==> src/rtl/rv32_types_pkg.sv <==
// Shared RV32 core types.
//   rv_instr_t     : raw 32-bit instruction word
//   fetch_entry_t  : fetch queue entry, instruction plus the PC it was fetched from
//   FETCH_PC_STEP  : PC increment between sequential fetches
package rv32_types;

   typedef logic [31:0] rv_instr_t;

   typedef struct packed {
      logic [31:0] pc;
      rv_instr_t   instr;
   } fetch_entry_t;

   localparam logic [31:0] FETCH_PC_STEP = 32'd4;

endpackage

==> src/rtl/rv32_fetch_buffer.sv <==
// In-order fetch queue holding fetch_entry_t records.
// Ports:
//   clk, rst     : clock, synchronous active-high reset
//   flush        : drop all entries (wins over push and pop)
//   push         : write push_data at the tail
//   pop          : retire the head entry (ignored when empty)
//   head         : current head entry
//   empty, full  : occupancy flags
//   count        : number of valid entries
// A push into a full queue is accepted only when a pop happens in the same cycle.
module rv32_fetch_buffer
   import rv32_types::*;
#(
   parameter int unsigned DEPTH = 4,
   localparam int unsigned PTR_W = (DEPTH > 1) ? $clog2(DEPTH) : 1,
   localparam int unsigned CNT_W = $clog2(DEPTH + 1)
) (
   input  logic             clk,
   input  logic             rst,
   input  logic             flush,
   input  logic             push,
   input  fetch_entry_t     push_data,
   input  logic             pop,
   output fetch_entry_t     head,
   output logic             empty,
   output logic             full,
   output logic [CNT_W-1:0] count
);

   fetch_entry_t     mem_q [DEPTH];
   logic [PTR_W-1:0] rd_ptr_q, wr_ptr_q;
   logic [CNT_W-1:0] count_q;
   logic             do_push, do_pop;

   function automatic logic [PTR_W-1:0] ptr_inc(input logic [PTR_W-1:0] p);
      return (p == PTR_W'(DEPTH - 1)) ? '0 : p + PTR_W'(1);
   endfunction

   assign empty   = (count_q == '0);
   assign full    = (count_q == CNT_W'(DEPTH));
   assign count   = count_q;
   assign head    = mem_q[rd_ptr_q];
   assign do_pop  = pop && !empty;
   assign do_push = push && (!full || do_pop);

   always_ff @(posedge clk) begin
      if (rst || flush) begin
         rd_ptr_q <= '0;
         wr_ptr_q <= '0;
         count_q  <= '0;
      end else begin
         if (do_push) wr_ptr_q <= ptr_inc(wr_ptr_q);
         if (do_pop)  rd_ptr_q <= ptr_inc(rd_ptr_q);
         case ({do_push, do_pop})
            2'b10:   count_q <= count_q + CNT_W'(1);
            2'b01:   count_q <= count_q - CNT_W'(1);
            default: count_q <= count_q;
         endcase
      end
   end

   // Storage needs no reset; validity is tracked by count_q.
   always_ff @(posedge clk) begin
      if (do_push && !flush && !rst) begin
         mem_q[wr_ptr_q] <= push_data;
      end
   end

endmodule

==> src/rtl/rv32_fetch_stage.sv <==
// Fetch stage: issues sequential word fetches to instruction memory, queues returned
// words with their PC and hands them to decode one per cycle.
// Ports:
//   clk, rst                         : clock, synchronous active-high reset
//   imem_req_valid/addr/ready        : instruction memory request channel
//   imem_rsp_valid/data              : in-order response channel
//   redirect_valid/pc                : control-flow change, flushes and restarts fetch
//   dec_valid/instr/pc/ready         : instruction handshake towards decode
// Outstanding requests (in_flight) plus queued entries never exceed BUF_DEPTH, so
// every kept response always has a queue slot.
module rv32_fetch_stage
   import rv32_types::*;
#(
   parameter logic [31:0] RESET_PC  = 32'h0000_0000,
   parameter int unsigned BUF_DEPTH = 4
) (
   input  logic        clk,
   input  logic        rst,
   output logic        imem_req_valid,
   output logic [31:0] imem_req_addr,
   input  logic        imem_req_ready,
   input  logic        imem_rsp_valid,
   input  logic [31:0] imem_rsp_data,
   input  logic        redirect_valid,
   input  logic [31:0] redirect_pc,
   output logic        dec_valid,
   output rv_instr_t   dec_instr,
   output logic [31:0] dec_pc,
   input  logic        dec_ready
);

   localparam int unsigned CNT_W = $clog2(BUF_DEPTH + 1);
   localparam logic [31:0] RESET_PC_ALIGNED = {RESET_PC[31:2], 2'b00};

   logic [31:0]      req_pc_q, req_pc_d;
   logic [31:0]      rsp_pc_q, rsp_pc_d;
   logic [CNT_W-1:0] in_flight_q, in_flight_d;
   logic [CNT_W-1:0] discard_q, discard_d;
   logic [CNT_W-1:0] occupancy;
   logic [CNT_W:0]   credit_used;
   logic [31:0]      redirect_pc_aligned;
   logic             buf_empty, buf_full;
   logic             req_fire, rsp_keep, pop;
   fetch_entry_t     head, push_entry;

   assign redirect_pc_aligned = {redirect_pc[31:2], 2'b00};

   // Credit covers queued entries and every outstanding request, stale ones included.
   assign credit_used    = {1'b0, occupancy} + {1'b0, in_flight_q};
   assign imem_req_valid = !rst && !redirect_valid && (credit_used < (CNT_W+1)'(BUF_DEPTH));
   assign imem_req_addr  = req_pc_q;
   assign req_fire       = imem_req_valid && imem_req_ready;

   assign rsp_keep   = imem_rsp_valid && !redirect_valid && (discard_q == '0);
   assign push_entry = '{pc: rsp_pc_q, instr: imem_rsp_data};

   assign dec_valid = !rst && !buf_empty && !redirect_valid;
   assign dec_instr = head.instr;
   assign dec_pc    = head.pc;
   assign pop       = dec_valid && dec_ready;

   always_comb begin
      req_pc_d    = req_pc_q;
      rsp_pc_d    = rsp_pc_q;
      in_flight_d = in_flight_q;
      discard_d   = discard_q;
      if (redirect_valid) begin
         req_pc_d    = redirect_pc_aligned;
         rsp_pc_d    = redirect_pc_aligned;
         in_flight_d = in_flight_q - CNT_W'(imem_rsp_valid);
         // Every response still outstanding belongs to the old path. Since discard
         // is always a subset of in_flight, this stays consistent across
         // back-to-back redirects.
         discard_d   = in_flight_d;
      end else begin
         if (req_fire) req_pc_d = req_pc_q + FETCH_PC_STEP;
         if (rsp_keep) rsp_pc_d = rsp_pc_q + FETCH_PC_STEP;
         in_flight_d = in_flight_q + CNT_W'(req_fire) - CNT_W'(imem_rsp_valid);
         if (imem_rsp_valid && (discard_q != '0)) discard_d = discard_q - CNT_W'(1);
      end
   end

   always_ff @(posedge clk) begin
      if (rst) begin
         req_pc_q    <= RESET_PC_ALIGNED;
         rsp_pc_q    <= RESET_PC_ALIGNED;
         in_flight_q <= '0;
         discard_q   <= '0;
      end else begin
         req_pc_q    <= req_pc_d;
         rsp_pc_q    <= rsp_pc_d;
         in_flight_q <= in_flight_d;
         discard_q   <= discard_d;
      end
   end

   rv32_fetch_buffer #(
      .DEPTH (BUF_DEPTH)
   ) u_buffer (
      .clk       (clk),
      .rst       (rst),
      .flush     (redirect_valid),
      .push      (rsp_keep),
      .push_data (push_entry),
      .pop       (pop),
      .head      (head),
      .empty     (buf_empty),
      .full      (buf_full),
      .count     (occupancy)
   );

   // The credit limit makes an unpaired push into a full queue impossible.
   no_overflow_a: assert property (@(posedge clk) disable iff (rst)
                                   !(rsp_keep && buf_full && !pop));

endmodule

==> config.mk <==
export PLATFORM = sky130hd
export DESIGN_NAME = rv32_fetch_stage
export DESIGN_NICKNAME = d
export VERILOG_FILES = /design/src/rtl/rv32_types_pkg.sv /design/src/rtl/rv32_fetch_buffer.sv /design/src/rtl/rv32_fetch_stage.sv
export SDC_FILE = /design/constraint.sdc
export NUM_CORES = 1
export LEC_CHECK = 0
export CORE_MARGIN = 5
export CORE_UTILIZATION = 30
export CTS_CLUSTER_SIZE = 8
export DETAILED_ROUTE_END_ITERATION = 7
export PLACE_DENSITY = 0.59
export SLEW_MARGIN = 20
export SYNTH_ARGS = -nofsm -noshare
export SYNTH_HDL_FRONTEND = slang
export SYNTH_SLANG_ARGS = --single-unit
==> constraint.sdc <==
create_clock -name clk -period 7.2 [get_ports clk]
set_clock_uncertainty 0.05 [all_clocks]
set_input_delay 1.44 -clock clk [delete_from_list [all_inputs] [get_ports clk]]
set_output_delay 1.44 -clock clk [all_outputs]
set_load 0.02 [all_outputs]
==> qor.csv <==
stage;metric;value;unit
critical_path;startpoint_type;input pin;
pwr;total_switching_power;0.931;mW
route;drtPass1Iterations;5;
global_route;antenna_found_initial;0;
cts;post_cts_hold_buffer_count;0;
floorplan;rows;77;
global_route;number_of_global_route_vias_before_repair;8108;
cts;clkSinkCount;323;
timing;timing.max_slew.rel_slack;33.5;%
placement;detailed_place_hpwl;19.8;mm
pwr;cellPowerDensity;259;mW/mm^2
route;via_count;7962;
critical_path;ff2ff_path_depth;12;
critical_path;crit_path_max_fanout;44;
cts;cts.root.buffer_cell;clkbuf_16;
floorplan;die-area;0.0485;sq mm
floorplan;floorplan.core_area;0.0439;sq mm
timing;timing.hold.ws;448;ps
final_layout;share_of_final_layout_standard_cells_stronger_than_drive_strength_1;13.0;%
pwr;p_int;3.40;mW
critical_path;worstReg2RegStart;u_buffer.count[2];
route;ant_nets;0;
final_layout;final_area;0.0167;sq mm
cts;cts_buffers;46;
cts;tritoncts;yes;
final_layout;final.fill_count;4163;
global_route;largest_net_degree_at_the_start_of_global_routing;66;
global_route;overflow;0;
final_layout;multi_input_area;0.00398;sq mm
hold_path;holdPathStages;2;
pwr;ir_drop;0.137;mV
final_layout;layout_common_cells;248 x edfxtp_1, 160 x clkdlybuf4s50_1, 73 x dfxtp_1, 62 x mux4_2, 55 x nand2_1;
hold_path;min-delay-start;u_buffer.wr_ptr_q[1];
placement;gp_congestion;0.745;
critical_path;ff2ff_setup_slack;3320;ps
yosys;number_of_enable_flip_flop_cells_after_synthesis;248;
route;avgViaCountPerCell;4.85;
cts;postCtsSetupBuffers;0;
final_layout;reg_area;0.00895;sq mm
route;detail_route.iter0.violations;481;
timing;fin_setup_tns;0;ps
critical_path;critPathRequiredTime;5710;ps
timing;timing.fmax;199;MHz
pwr;total_leakage_power;5.28;nW
placement;buffer_ports.inserted;161;
floorplan;ioPinCount;168;
final_layout;layout_commonest_cell;edfxtp_1;
timing;report.final.setup_viol;0;
cts;clk_transition_reported_paths;50;ps
cts;clk_path_buf_depth;3;
cts;clock_latency;540;ps
floorplan;floorplan.die.height;220;microns
hold_path;worst_hold_path.endpoint;u_buffer.wr_ptr_q[1];
route;route.detailed.drc;0;
placement;postPlaceCellArea;0.0154;sq mm
final_layout;post-route-util;38.1;%
hold_path;min-delay-path-class;flip-flop to flip-flop;
timing;period_share;69.9;%
final_layout;area.growth.synth_to_final;26.1;%
yosys;synthFlopType;edfxtp_1;
floorplan;starting_density;30.2;%
yosys;synth.ff_latch_count;323;
yosys;syn_avg_cell_area;15.4;sq um
yosys;synthesis.yosys.warnings;0;
route;detail_route.wirelength;30.9;mm
yosys;netlist_area;0.0133;sq mm
timing;finalWorstPathRequiredPeriod;5030;ps
pwr;combinationalPowerShare;6.3;%
flow_run;maxCapViolCount;0;
floorplan;fp.dieW;220;microns
yosys;asyncSetResetFlopFracSynth;0;%
route;avgRoutedWirePerCell;18.8;microns
yosys;post_synth_inst_count;863;
pwr;seq_power_share;48.6;%
yosys;yosysSeqAreaShare;67.5;%
critical_path;r2r-end;in_flight_q[2];
pwr;clock_power_share;45.1;%
critical_path;critical_path_class;input pin to output pin;
cts;cts-resized-gates;0;
final_layout;nets;1118;
yosys;netlist-cell-type-count;57;
cts;htreeDepth;2;
global_route;grt_pass1_wl;47.1;mm
timing;report.final.slew_viol_count;0;
timing;rsz0062_at_grt;no;
timing;finalHoldViolCount;0;
critical_path;endpoint_kind;output pin;
timing;actual_slew_at_the_worst_max_slew_pin;997;ps
final_layout;diodes;0;
global_route;global_route.usage.total;12.5;%
critical_path;worst_ep_arrival_time;3540;ps
pwr;switching_share;21.5;%
status;outcome;finished, final reports clean;
## state kept, by name, indices dropped and copies added, names as in the netlist, named ones only
register and cells:
u_buffer.wr_ptr_q 2, imem_req_addr 30, u_buffer.count 3, u_buffer.mem_q 248
u_buffer.rd_ptr_q 2, discard_q 3, in_flight_q 3, rsp_pc_q 30
## worst max-delay path, stage by stage
cell	delay (ps)
clkdlybuf4s50_1	420
buf_4	280
or2_2	480
nor3b_1	240
clkdlybuf4s50_1	660
## synth_stat cells, types with 3 or more instances
master | instances | area share (%)
a211oi_1 | 21 | 1.2
a21boi_0 | 6 | 0.34
a21oi_1 | 28 | 1.1
a31oi_1 | 24 | 1.1
a41oi_1 | 3 | 0.20
and2_1 | 7 | 0.33
and3_1 | 9 | 0.42
and4_1 | 6 | 0.40
buf_1 | 5 | 0.14
buf_2 | 12 | 0.45
buf_4 | 4 | 0.23
buf_6 | 5 | 0.42
clkbuf_1 | 27 | 0.76
dfxtp_1 | 75 | 11
edfxtp_1 | 248 | 56
ha_1 | 15 | 1.4
inv_1 | 21 | 0.59
mux2i_1 | 3 | 0.23
mux4_2 | 62 | 11
nand2_1 | 55 | 1.6
nand2b_1 | 4 | 0.19
nand3_1 | 22 | 0.83
nand4_1 | 16 | 0.75
nor2_1 | 47 | 1.3
nor3_1 | 13 | 0.49
nor4_1 | 13 | 0.61
o211ai_1 | 9 | 0.51
o21ai_0 | 13 | 0.49
o21bai_1 | 4 | 0.23
or2_2 | 3 | 0.14
or3_1 | 10 | 0.47
or4_1 | 5 | 0.28
xnor2_1 | 30 | 2.0
xor2_1 | 7 | 0.46
## layer usage
metal  routed length [microns]  track usage [%]
met2                     14200             20.2
met1                     14000             17.1
met5                         0                0
met3                      2020             2.76
met4                       635             3.70
## stage by stage
stage | cells | total power [mW] | setup WS (ps)
floorplan | 866 | 2.28 | 2990
global placement | 1575 | 2.41 | 2140
detailed placement | 1575 | 2.42 | 2160
CTS | 1642 | 4.40 | 2150
global route | 1642 | 4.50 | 2090
finish | 1642 | 4.33 | 2170
## power groups by stage
stage	combinational, mW	sequential [mW]	clock, mW
floorplan	0.142	2.14	0
global placement	0.273	2.14	0
detailed placement	0.276	2.14	0
CTS	0.277	2.10	2.02
global route	0.299	2.11	2.09
finish	0.273	2.11	1.95
## kinds of logic (layout without fill, tap and decap cells)
family | after synthesis | count (layout) | share of synthesized area [%]
AO/OA/AOI/OAI | 121 | 121 | 5.98
AND/OR/NAND/NOR | 224 | 224 | 8.95
buffers and inverters | 75 | 259 | 2.63
XOR/XNOR | 37 | 37 | 2.44
flip-flops | 323 | 323 | 67.5
adder cells (fa/ha/maj) | 17 | 17 | 1.72
other | 1 | 4 | 0.0283
multiplexers | 65 | 65 | 10.8
## worst max path at each step
stage | slack [ps] | cells past startpoint | from | endpoint
final | 2170 | 5 | redirect_valid | imem_req_valid
after CTS | 2150 | 5 | redirect_valid | imem_req_valid
after floorplan | 2990 | 5 | rst | u_buffer.mem_q[0][0]
after detailed placement | 2160 | 5 | redirect_valid | imem_req_valid
after global placement | 2140 | 12 | redirect_valid | in_flight_q[2]
after global routing | 2090 | 5 | redirect_valid | imem_req_valid
## final cells by class
cell class | count | area share (%)
clock buffer | 67 | 7.74
inverter | 22 | 0.494
timing repair buffer | 170 | 10.0
tap | 592 | 4.43
sequential | 323 | 53.5
multi-input combinational | 468 | 23.8
(Power assumes the default switching activity.)
